===== config.mk =====
export PLATFORM = sky130hd
export DESIGN_NAME = bk_stream_acc
export DESIGN_NICKNAME = d
export VERILOG_FILES = /design/src/rtl/bk_acc_pkg.sv /design/src/rtl/BrentKung32.sv /design/src/rtl/bk_stream_acc.sv
export SDC_FILE = /design/constraint.sdc
export NUM_CORES = 1
export LEC_CHECK = 0
export CORE_MARGIN = 5
export CORE_UTILIZATION = 49
export DETAILED_ROUTE_END_ITERATION = 8
export GPL_ROUTABILITY_DRIVEN = 0
export GPL_TIMING_DRIVEN = 0
export PLACE_DENSITY = 0.74
export SYNTH_ARGS = -nofsm -noshare
export SYNTH_HDL_FRONTEND = slang
export SYNTH_HIERARCHICAL = 1
export SYNTH_SLANG_ARGS = --single-unit

===== constraint.sdc =====
create_clock -name clk -period 2.7 [get_ports clk]
set_clock_uncertainty 0.1 [all_clocks]
set_input_delay 0.27 -clock clk [delete_from_list [all_inputs] [get_ports clk]]
set_output_delay 0.27 -clock clk [all_outputs]
set_load 0.005 [all_outputs]

===== src/rtl/bk_acc_pkg.sv =====
// Shared definitions for the bk_stream_acc accumulator slice.
// Holds the frame-state encoding, the datapath widths and the saturation
// constant used when the optional BK_ACC_SAT_EN build option is enabled.
package bk_acc_pkg;

    localparam int DATA_W = 32;
    localparam int SUM_W  = 33;

    // Value the accumulator is pinned to once it overflows (BK_ACC_SAT_EN builds).
    localparam logic [DATA_W-1:0] SAT_VAL = 32'hFFFF_FFFF;

    typedef enum logic [1:0] {
        IDLE = 2'd0,
        ACC  = 2'd1,
        DONE = 2'd2
    } state_e;

endpackage


===== src/rtl/BrentKung32.sv =====
// BrentKung32: 32-bit Brent-Kung parallel-prefix adder with carry-in.
// Ports: in1/in2 operands, c0 carry-in, out = {carry-out, sum[31:0]}.
// Purely combinational (zero latency); no handshake, so no backpressure.
module BrentKung32 (
    input  logic [31:0] in1,
    input  logic [31:0] in2,
    input  logic        c0,
    output logic [32:0] out
);

    // Prefix tree runs over 33 positions: position 0 is the carry-in,
    // position k (k >= 1) is operand bit k-1. After the tree, g[k] is the
    // carry into operand bit k, and g[32] is the carry-out.
    localparam int N = 33;

    logic [31:0]  gb;
    logic [31:0]  pb;
    logic [N-1:0] g;
    logic [N-1:0] p;

    assign gb = in1 & in2;
    assign pb = in1 ^ in2;

    always_comb begin
        g = {gb, c0};
        p = {pb, 1'b0};
        // Up-sweep: build group (g,p) over aligned power-of-two spans.
        for (int d = 0; d < 6; d++) begin
            for (int i = (2 << d) - 1; i < N; i += (2 << d)) begin
                g[6'(i)] = g[6'(i)] | (p[6'(i)] & g[6'(i - (1 << d))]);
                p[6'(i)] = p[6'(i)] & p[6'(i - (1 << d))];
            end
        end
        // Down-sweep: fill the remaining positions from completed prefixes.
        for (int d = 4; d >= 0; d--) begin
            for (int i = (2 << d) + (1 << d) - 1; i < N; i += (2 << d)) begin
                g[6'(i)] = g[6'(i)] | (p[6'(i)] & g[6'(i - (1 << d))]);
                p[6'(i)] = p[6'(i)] & p[6'(i - (1 << d))];
            end
        end
    end

    assign out = {g[N-1], pb ^ g[N-2:0]};

endmodule


===== src/rtl/bk_stream_acc.sv =====
// bk_stream_acc: accumulates a valid/ready frame of 32-bit operands through
//   BrentKung32 and presents one registered {sum, carry count, beat count}.
// Latency: result valid the cycle after the last beat; one bubble after the
//   output handshake before the next frame can start.
// Backpressure: in_ready drops while a result waits; result held until out_ready.
//
// Ports: clk/rst (sync active-high); in_valid/in_ready/in_data/in_c0/in_last
//   operand stream; out_valid/out_ready/out_sum/out_carries/out_count result.
// Build option: BK_ACC_SAT_EN pins the accumulator at all-ones after the first
//   carry-out of a frame instead of wrapping.
module bk_stream_acc
    import bk_acc_pkg::*;
#(
    parameter int CW = 8,
    parameter int NW = 16
) (
    input  logic              clk,
    input  logic              rst,
    input  logic              in_valid,
    output logic              in_ready,
    input  logic [DATA_W-1:0] in_data,
    input  logic              in_c0,
    input  logic              in_last,
    output logic              out_valid,
    input  logic              out_ready,
    output logic [DATA_W-1:0] out_sum,
    output logic [CW-1:0]     out_carries,
    output logic [NW-1:0]     out_count
);

    state_e            state_q;
    logic [DATA_W-1:0] acc_q,       acc_d;
    logic [CW-1:0]     carry_cnt_q, carry_cnt_d;
    logic [NW-1:0]     beat_cnt_q,  beat_cnt_d;
    logic              out_valid_q;
    logic [DATA_W-1:0] out_sum_q;
    logic [CW-1:0]     out_carries_q;
    logic [NW-1:0]     out_count_q;
    logic [SUM_W-1:0]  add_out;
    logic              beat_acc;
    logic              out_hs;
`ifdef BK_ACC_SAT_EN
    logic              pin_q, pin_d;
`endif

    BrentKung32 u_adder (
        .in1 (acc_q),
        .in2 (in_data),
        .c0  (in_c0),
        .out (add_out)
    );

    // rst gates in_ready directly so a beat offered during reset is never
    // taken, even though state_q may still be mid-frame.
    assign in_ready = (state_q != DONE) && !rst;
    assign beat_acc = in_valid && in_ready;
    assign out_hs   = out_valid_q && out_ready;

    always_comb begin
        acc_d = add_out[DATA_W-1:0];
`ifdef BK_ACC_SAT_EN
        // Once pinned, the adder result is ignored for the rest of the frame
        // but its carry-out still feeds the carry counter below.
        pin_d = pin_q | add_out[DATA_W];
        if (pin_d) begin
            acc_d = SAT_VAL;
        end
`endif
        carry_cnt_d = carry_cnt_q;
        if (add_out[DATA_W] && (carry_cnt_q != '1)) begin
            carry_cnt_d = carry_cnt_q + 1'b1;
        end
        beat_cnt_d = beat_cnt_q;
        if (beat_cnt_q != '1) begin
            beat_cnt_d = beat_cnt_q + 1'b1;
        end
    end

    always_ff @(posedge clk) begin
        if (rst) begin
            state_q       <= IDLE;
            acc_q         <= '0;
            carry_cnt_q   <= '0;
            beat_cnt_q    <= '0;
            out_valid_q   <= 1'b0;
            out_sum_q     <= '0;
            out_carries_q <= '0;
            out_count_q   <= '0;
`ifdef BK_ACC_SAT_EN
            pin_q         <= 1'b0;
`endif
        end else begin
            case (state_q)
                IDLE, ACC: begin
                    if (beat_acc) begin
                        acc_q       <= acc_d;
                        carry_cnt_q <= carry_cnt_d;
                        beat_cnt_q  <= beat_cnt_d;
`ifdef BK_ACC_SAT_EN
                        pin_q       <= pin_d;
`endif
                        if (in_last) begin
                            // Capture the totals including this final beat.
                            state_q       <= DONE;
                            out_valid_q   <= 1'b1;
                            out_sum_q     <= acc_d;
                            out_carries_q <= carry_cnt_d;
                            out_count_q   <= beat_cnt_d;
                        end else begin
                            state_q <= ACC;
                        end
                    end
                end
                DONE: begin
                    if (out_hs) begin
                        state_q     <= IDLE;
                        out_valid_q <= 1'b0;
                        acc_q       <= '0;
                        carry_cnt_q <= '0;
                        beat_cnt_q  <= '0;
`ifdef BK_ACC_SAT_EN
                        pin_q       <= 1'b0;
`endif
                    end
                end
                default: begin
                    state_q <= IDLE;
                end
            endcase
        end
    end

    assign out_valid   = out_valid_q;
    assign out_sum     = out_sum_q;
    assign out_carries = out_carries_q;
    assign out_count   = out_count_q;

endmodule


==> results.json, run 1 <==
{
  "outcome": "finished, violations left",
  "violations": "setup timing",
  "ant_nets": 0,
  "max_freq_mhz": 341,
  "grt_start_max_net_pins": 17,
  "cp.arrival_ns": 3.12,
  "start_util_pct": 49.6,
  "cts.sinks": 115,
  "area_growth_pct": 38.8,
  "final_common_cell": "dfxtp_1",
  "finish.instance_area_um2": 8610,
  "finalWorstSetupSlack_ns": -0.229,
  "root_buffer": "clkbuf_16",
  "drt-vias-per-instance": 5.90,
  "p_per_area_nw_per_um2": 579,
  "cts.clk_slew.worst_paths_ns": 0.06,
  "rsz0062_at_grt": "yes",
  "n_fill_cell": 996,
  "drive_above_1_share_pct": 19.9,
  "worstSkewPairLatency_ns": 0.43,
  "hold_violations": 0,
  "avgRoutedWirePerCell_um": 18.9,
  "ff2ff_setup_slack_ns": -0.23,
  "portBuffers": 94,
  "cts_tree": "built",
  "hold_ws_ns": 0.194,
  "route.vias.total": 6222,
  "crit_path_end": "acc_q[17]",
  "worstRegToRegCells": 13,
  "total_power_mw": 4.99,
  "reg2reg_to": "acc_q[17]",
  "wirelength_um": 19900,
  "critPathLaunch": "acc_q[14]",
  "synthDistinctLibCells": 70,
  "cts_buffers": 17,
  "leakage_nw": 3.24,
  "yosys_most_used_dff": "dfxtp_1",
  "placed_cell_area_um2": 7360,
  "io_pins": 96,
  "grt.overflow.total": 0,
  "crit_fanout": 3,
  "clock_path_buffers": 2,
  "postSynthNetCount": 823,
  "min_path_type": "in -> reg",
  "drtIter0Drc": 435,
  "rows": 41,
  "grt_pass1_wl_um": 30600,
  "track_usage_pct": 25.8,
  "irDropWorstVdd_uv": 485,
  "fp.dieW_um": 123,
  "h-tree-depth": 4,
  "drc": 0,
  "hpwl_um": 12800,
  "ys_seq_area_share_pct": 37.1,
  "layout.nets": 957,
  "yosysWarnings": 6,
  "final_core_util_pct": 68.8,
  "die_y_um": 123,
  "dr.pass1.iters": 5,
  "mostFrequentLayoutCells": "dfxtp_1, nand2_1, clkdlybuf4s50_1, nor2_1, a21oi_1",
  "final-max-slew-violation-count": 0,
  "dp.cells": 1002,
  "synth.cell_area_um2": 6200,
  "maxCapViolCount": 0,
  "critPathRequiredTime_ns": 2.90,
  "die_area_um2": 15000,
  "finalSetupViolCount": 28,
  "synthArstFlopShare_pct": 0,
  "startpoint_type": "flop",
  "synth_seq_cells": 115,
  "grt_pass1_vias": 6256,
  "antenna_found_initial": 0,
  "syn_avg_cell_area_um2": 8.43,
  "antenna_cells": 0,
  "fin_cells": 1055,
  "core_um2": 12500,
  "r2r-start": "acc_q[14]",
  "critical_path_class": "reg -> reg",
  "min_period_ns": 2.93,
  "worstSetupEndpointType": "flop",
  "synth_edf_count": 0,
  "post-route-period-util_pct": 108,
  "worst_pin_slew_ns": 0.840,
  "relSlewSlack_pct": 43.3,
  "synthCells": 736
}
-- cell type report --
type / count / area (µm²) / share of cell area [%]
Multi-Input combinational cell: 527 / 4010 / 46.6
Sequential cell: 115 / 2320 / 26.9
Timing Repair Buffer: 115 / 1100 / 12.8
Clock buffer: 24 / 512 / 5.94
Buffer: 55 / 235 / 2.73
Tap cell: 172 / 215 / 2.50
Inverter: 39 / 146 / 1.70
Clock inverter: 8 / 73.8 / 0.857
-- per-stage QoR --
stage	setup TNS, ns	setup slack [ns]
final	-2.76	-0.229
after detailed placement	-23.02	-0.696
after global routing	-5.61	-0.285
after global placement	-21.88	-0.662
after CTS	-0.112	-0.0562
after floorplan	0	0.00703
-- cell usage after synthesis, types with 17 or more instances --
cell type	instances	share of area [%]
dfxtp_1	115	37
nand2_1	103	6.2
a21oi_1	62	5.0
nor2_1	50	3.0
o21ai_0	43	3.5
inv_1	39	2.4
a22oi_1	33	4.0
ha_1	33	6.7
clkbuf_1	31	1.9
nand3_1	20	1.6
a31oi_1	17	1.7
xnor2_1	17	2.4
-- logic make-up (layout without fill, tap and decap cells) --
family                   count (synthesis)  count (layout)  share of synthesized area, %
XOR/XNOR                                26              26                          3.67
AO/OA/AOI/OAI                          216             216                          22.6
multiplexers                             2               2                         0.323
buffers and inverters                   94             241                          6.15
flip-flops                             115             115                          37.1
adder cells (fa/ha/maj)                 49              49                          11.8
AND/OR/NAND/NOR                        234             234                          18.4
-- state kept, by name, summed over array words and instances (netlist names) --
signal	cells
beat_cnt_q	16
out_carries	8
carry_cnt_q	8
state_q	2
out_valid	1
acc_q	32
out_sum	32
out_count	16
-- metal layers --
metal / part of all wire, % / routed length (µm) / global-route usage, % / vias to the layer above
met5: 0 / 0 / 0 / -
met4: 4.4 / 876 / 10.5 / 0
met3: 6.7 / 1330 / 6.45 / 79
met2: 50 / 9950 / 45.9 / 275
met1: 39 / 7730 / 29.5 / 2979
li1: - / - / - / 2889
-- power by group --
group	switching, mW	leakage, nW	internal (mW)
clock network	0.798	0.288	1.40
registers	0.0671	0.939	1.78
logic	0.501	2.01	0.434
total	1.37	3.24	3.62
-- how the worst min path moves through the flow --
stage | slack (ns) | endpoint | startpoint | cells after the start
after floorplan | 0.28 | state_q[0] | in_last | 1
after global placement | 0.34 | out_sum[29] | out_sum[29] | 2
after detailed placement | 0.35 | out_sum[26] | out_sum[26] | 2
after CTS | 0.19 | state_q[0] | rst | 2
after global routing | 0.24 | state_q[0] | rst | 2
final | 0.19 | state_q[0] | rst | 2
-- worst max-delay path, cell delays in order (launching register included) --
cell and delay (ns):
dfxtp_1 0.36, ha_4 0.31, and4_4 0.25, nor3b_4 0.21, o211ai_1 0.13, buf_4 0.18
nand2_2 0.10, buf_6 0.11, a21o_1 0.14, a21oi_2 0.08, fa_2 0.54, inv_2 0.05
a22oi_2 0.16, nor2_1 0.06
-- timing repair --
item,4_1_cts,5_1_grt
endpoints found under the setup margin,30,34
resized for setup,58,50
pin swaps,25,35
hold buffers,0,0
setup buffers,9,12
(Power assumes the default switching activity.)
==> inputs of run 2 (changes only) <==
Settings changed: SLEW_MARGIN set to 20.
==> results of run 2 <==
No change in the layout: final DEF, timing and power equal those of run 1.
==> inputs of run 3 (changes only) <==
Settings changed: CORE_UTILIZATION 49 to 58, DONT_BUFFER_PORTS set to 1, PLACE_DENSITY 0.74 to 0.73.
==> run 3 against run 2 <==
Effect of this change:
- the flow still finishes with violations (setup timing)
- clock-buffer cell count shrank 4
- largest cell class unchanged
- die area fell by 14%
- first-iteration DRC count grew 9.4%
- design area fell by 12%
- largest power group unchanged
==> results.json, run 3 (synthesis gave the netlist of run 1 again) <==
{
  "place_ws_ns": -0.393,
  "drc": 0,
  "outcome": "finished, violations left",
  "grt.overflow.total": 0,
  "cp.arrival_ns": 3.27,
  "drive_above_1_share_pct": 19.3,
  "cts_tree": "built",
  "cts_buffers": 17,
  "clock_path_buffers": 2,
  "antenna_cells": 0,
  "portBuffers": 0,
  "root_buffer": "clkbuf_8",
  "worst_pin_slew_ns": 0.813,
  "rsz0062_at_grt": "yes",
  "min_path_type": "in -> reg",
  "layout.nets": 866,
  "die_area_um2": 12900,
  "cts.clk_slew.worst_paths_ns": 0.06,
  "core_um2": 10400,
  "area_growth_pct": 21.8,
  "critical_path_class": "reg -> reg",
  "p_per_area_nw_per_um2": 639,
  "crit_fanout": 4,
  "cts.sinks": 115,
  "relSlewSlack_pct": 45.4,
  "grt_start_max_net_pins": 17,
  "track_usage_pct": 27.4,
  "hpwl_um": 11800,
  "final_common_cell": "dfxtp_1",
  "maxCapViolCount": 0,
  "grt_pass1_wl_um": 28300,
  "irDropWorstVdd_uv": 348,
  "startpoint_type": "flop",
  "hold_violations": 0,
  "placed_cell_area_um2": 6380,
  "route.vias.total": 5791,
  "finalWorstSetupSlack_ns": -0.276,
  "start_util_pct": 59.8,
  "critPathRequiredTime_ns": 2.99,
  "worstSkewPairLatency_ns": 0.52,
  "leakage_nw": 2.88,
  "io_pins": 96,
  "wirelength_um": 18000,
  "finalSetupViolCount": 31,
  "ant_nets": 0,
  "min_period_ns": 2.98,
  "avgRoutedWirePerCell_um": 19.4,
  "worstSetupEndpointType": "flop",
  "mostFrequentLayoutCells": "dfxtp_1, nand2_1, a21oi_1, nor2_1, o21ai_0",
  "finish.instance_area_um2": 7560,
  "post-route-period-util_pct": 110,
  "rows": 37,
  "antenna_found_initial": 0,
  "max_freq_mhz": 336,
  "die_y_um": 113,
  "drtIter0Drc": 476,
  "h-tree-depth": 4,
  "dr.pass1.iters": 5,
  "fp.dieW_um": 113,
  "drt-vias-per-instance": 6.25,
  "violations": "setup timing",
  "final-max-slew-violation-count": 0,
  "grt_pass1_vias": 5752
}
## run 3: cell types whose count changed in the layout (fill, tap and decap cells not counted), moves of 4 or more
| cell | delta |
|---|---|
| a21oi_2 | -10 |
| dlygate4sd3_1 | +5 |
| buf_4 | -6 |
| dlygate4sd2_1 | -4 |
| buf_6 | +4 |
| clkdlybuf4s50_1 | -89 |
| a21oi_1 | +7 |
## run 3: repair_timing
item | 4_1_cts | 5_1_grt
endpoints found under the setup margin | 35 | 36
gates resized for setup | 46 | 39
hold buffers | 5 | 0
endpoints found under the hold margin | 5 | 0
setup buffers | 11 | 9
pin swaps | 26 | 21
## run 3: worst paths after layout
path                               endpoint  depth (start not counted)  slack, ns         from
worst max-delay path              acc_q[29]                         11      -0.28    acc_q[11]
worst max register to register    acc_q[29]                         11      -0.28    acc_q[11]
worst min register to register  out_sum[18]                          2       0.38  out_sum[18]
worst min-delay path              acc_q[11]                          3       0.03  in_data[11]
## run 3: area by class of cell
class	count	area [µm²]
timing repair buffer	24	211
tap	136	170
fill	764	2810
clock buffer	20	445
sequential	115	2310
buffer	55	235
inverter	39	146
clock inverter	11	135
multi-input combinational	527	3900
## run 3: layer usage
metal	track usage [%]	wire length, µm	vias up
li1	-	-	2710
met1	31.0	6960	2781
met2	47.4	9010	235
met3	7.80	1320	65
met4	13.7	669	0
met5	0	0	-
## run 3: stage by stage
stage / hold WS (ns) / cells / power, mW / setup TNS, ns / utilization (%)
2_1_floorplan: 0.284 / 736 / 2.30 / 0 / -
3_3_place_gp: 0.297 / 872 / 2.42 / -4.75 / 61.5
3_5_place_dp: 0.313 / 872 / 2.44 / -6.15 / 61.5
4_1_cts: 0.00128 / 919 / 4.74 / -1.49 / 70.7
5_1_grt: 0.0660 / 927 / 5.01 / -8.43 / 72.9
6_report: 0.0301 / 927 / 4.83 / -3.53 / 72.9
## run 3: where the power goes
part,leakage (nW),total (mW),switching [mW],internal (mW)
Combinational,1.65,0.749,0.429,0.319
Sequential,0.939,1.86,0.0738,1.78
Clock,0.286,2.23,0.788,1.44
Total,2.88,4.83,1.29,3.54
## run 3: worst max-delay path, stage by stage (launching register included)
cell	delay, ns
dfxtp_2	0.34
ha_1	0.31
and4_4	0.23
nor3b_2	0.17
o211ai_1	0.18
nand2_1	0.21
a21boi_4	0.11
buf_6	0.13
o41ai_4	0.28
fa_2	0.53
a22oi_2	0.18
nor2_1	0.07
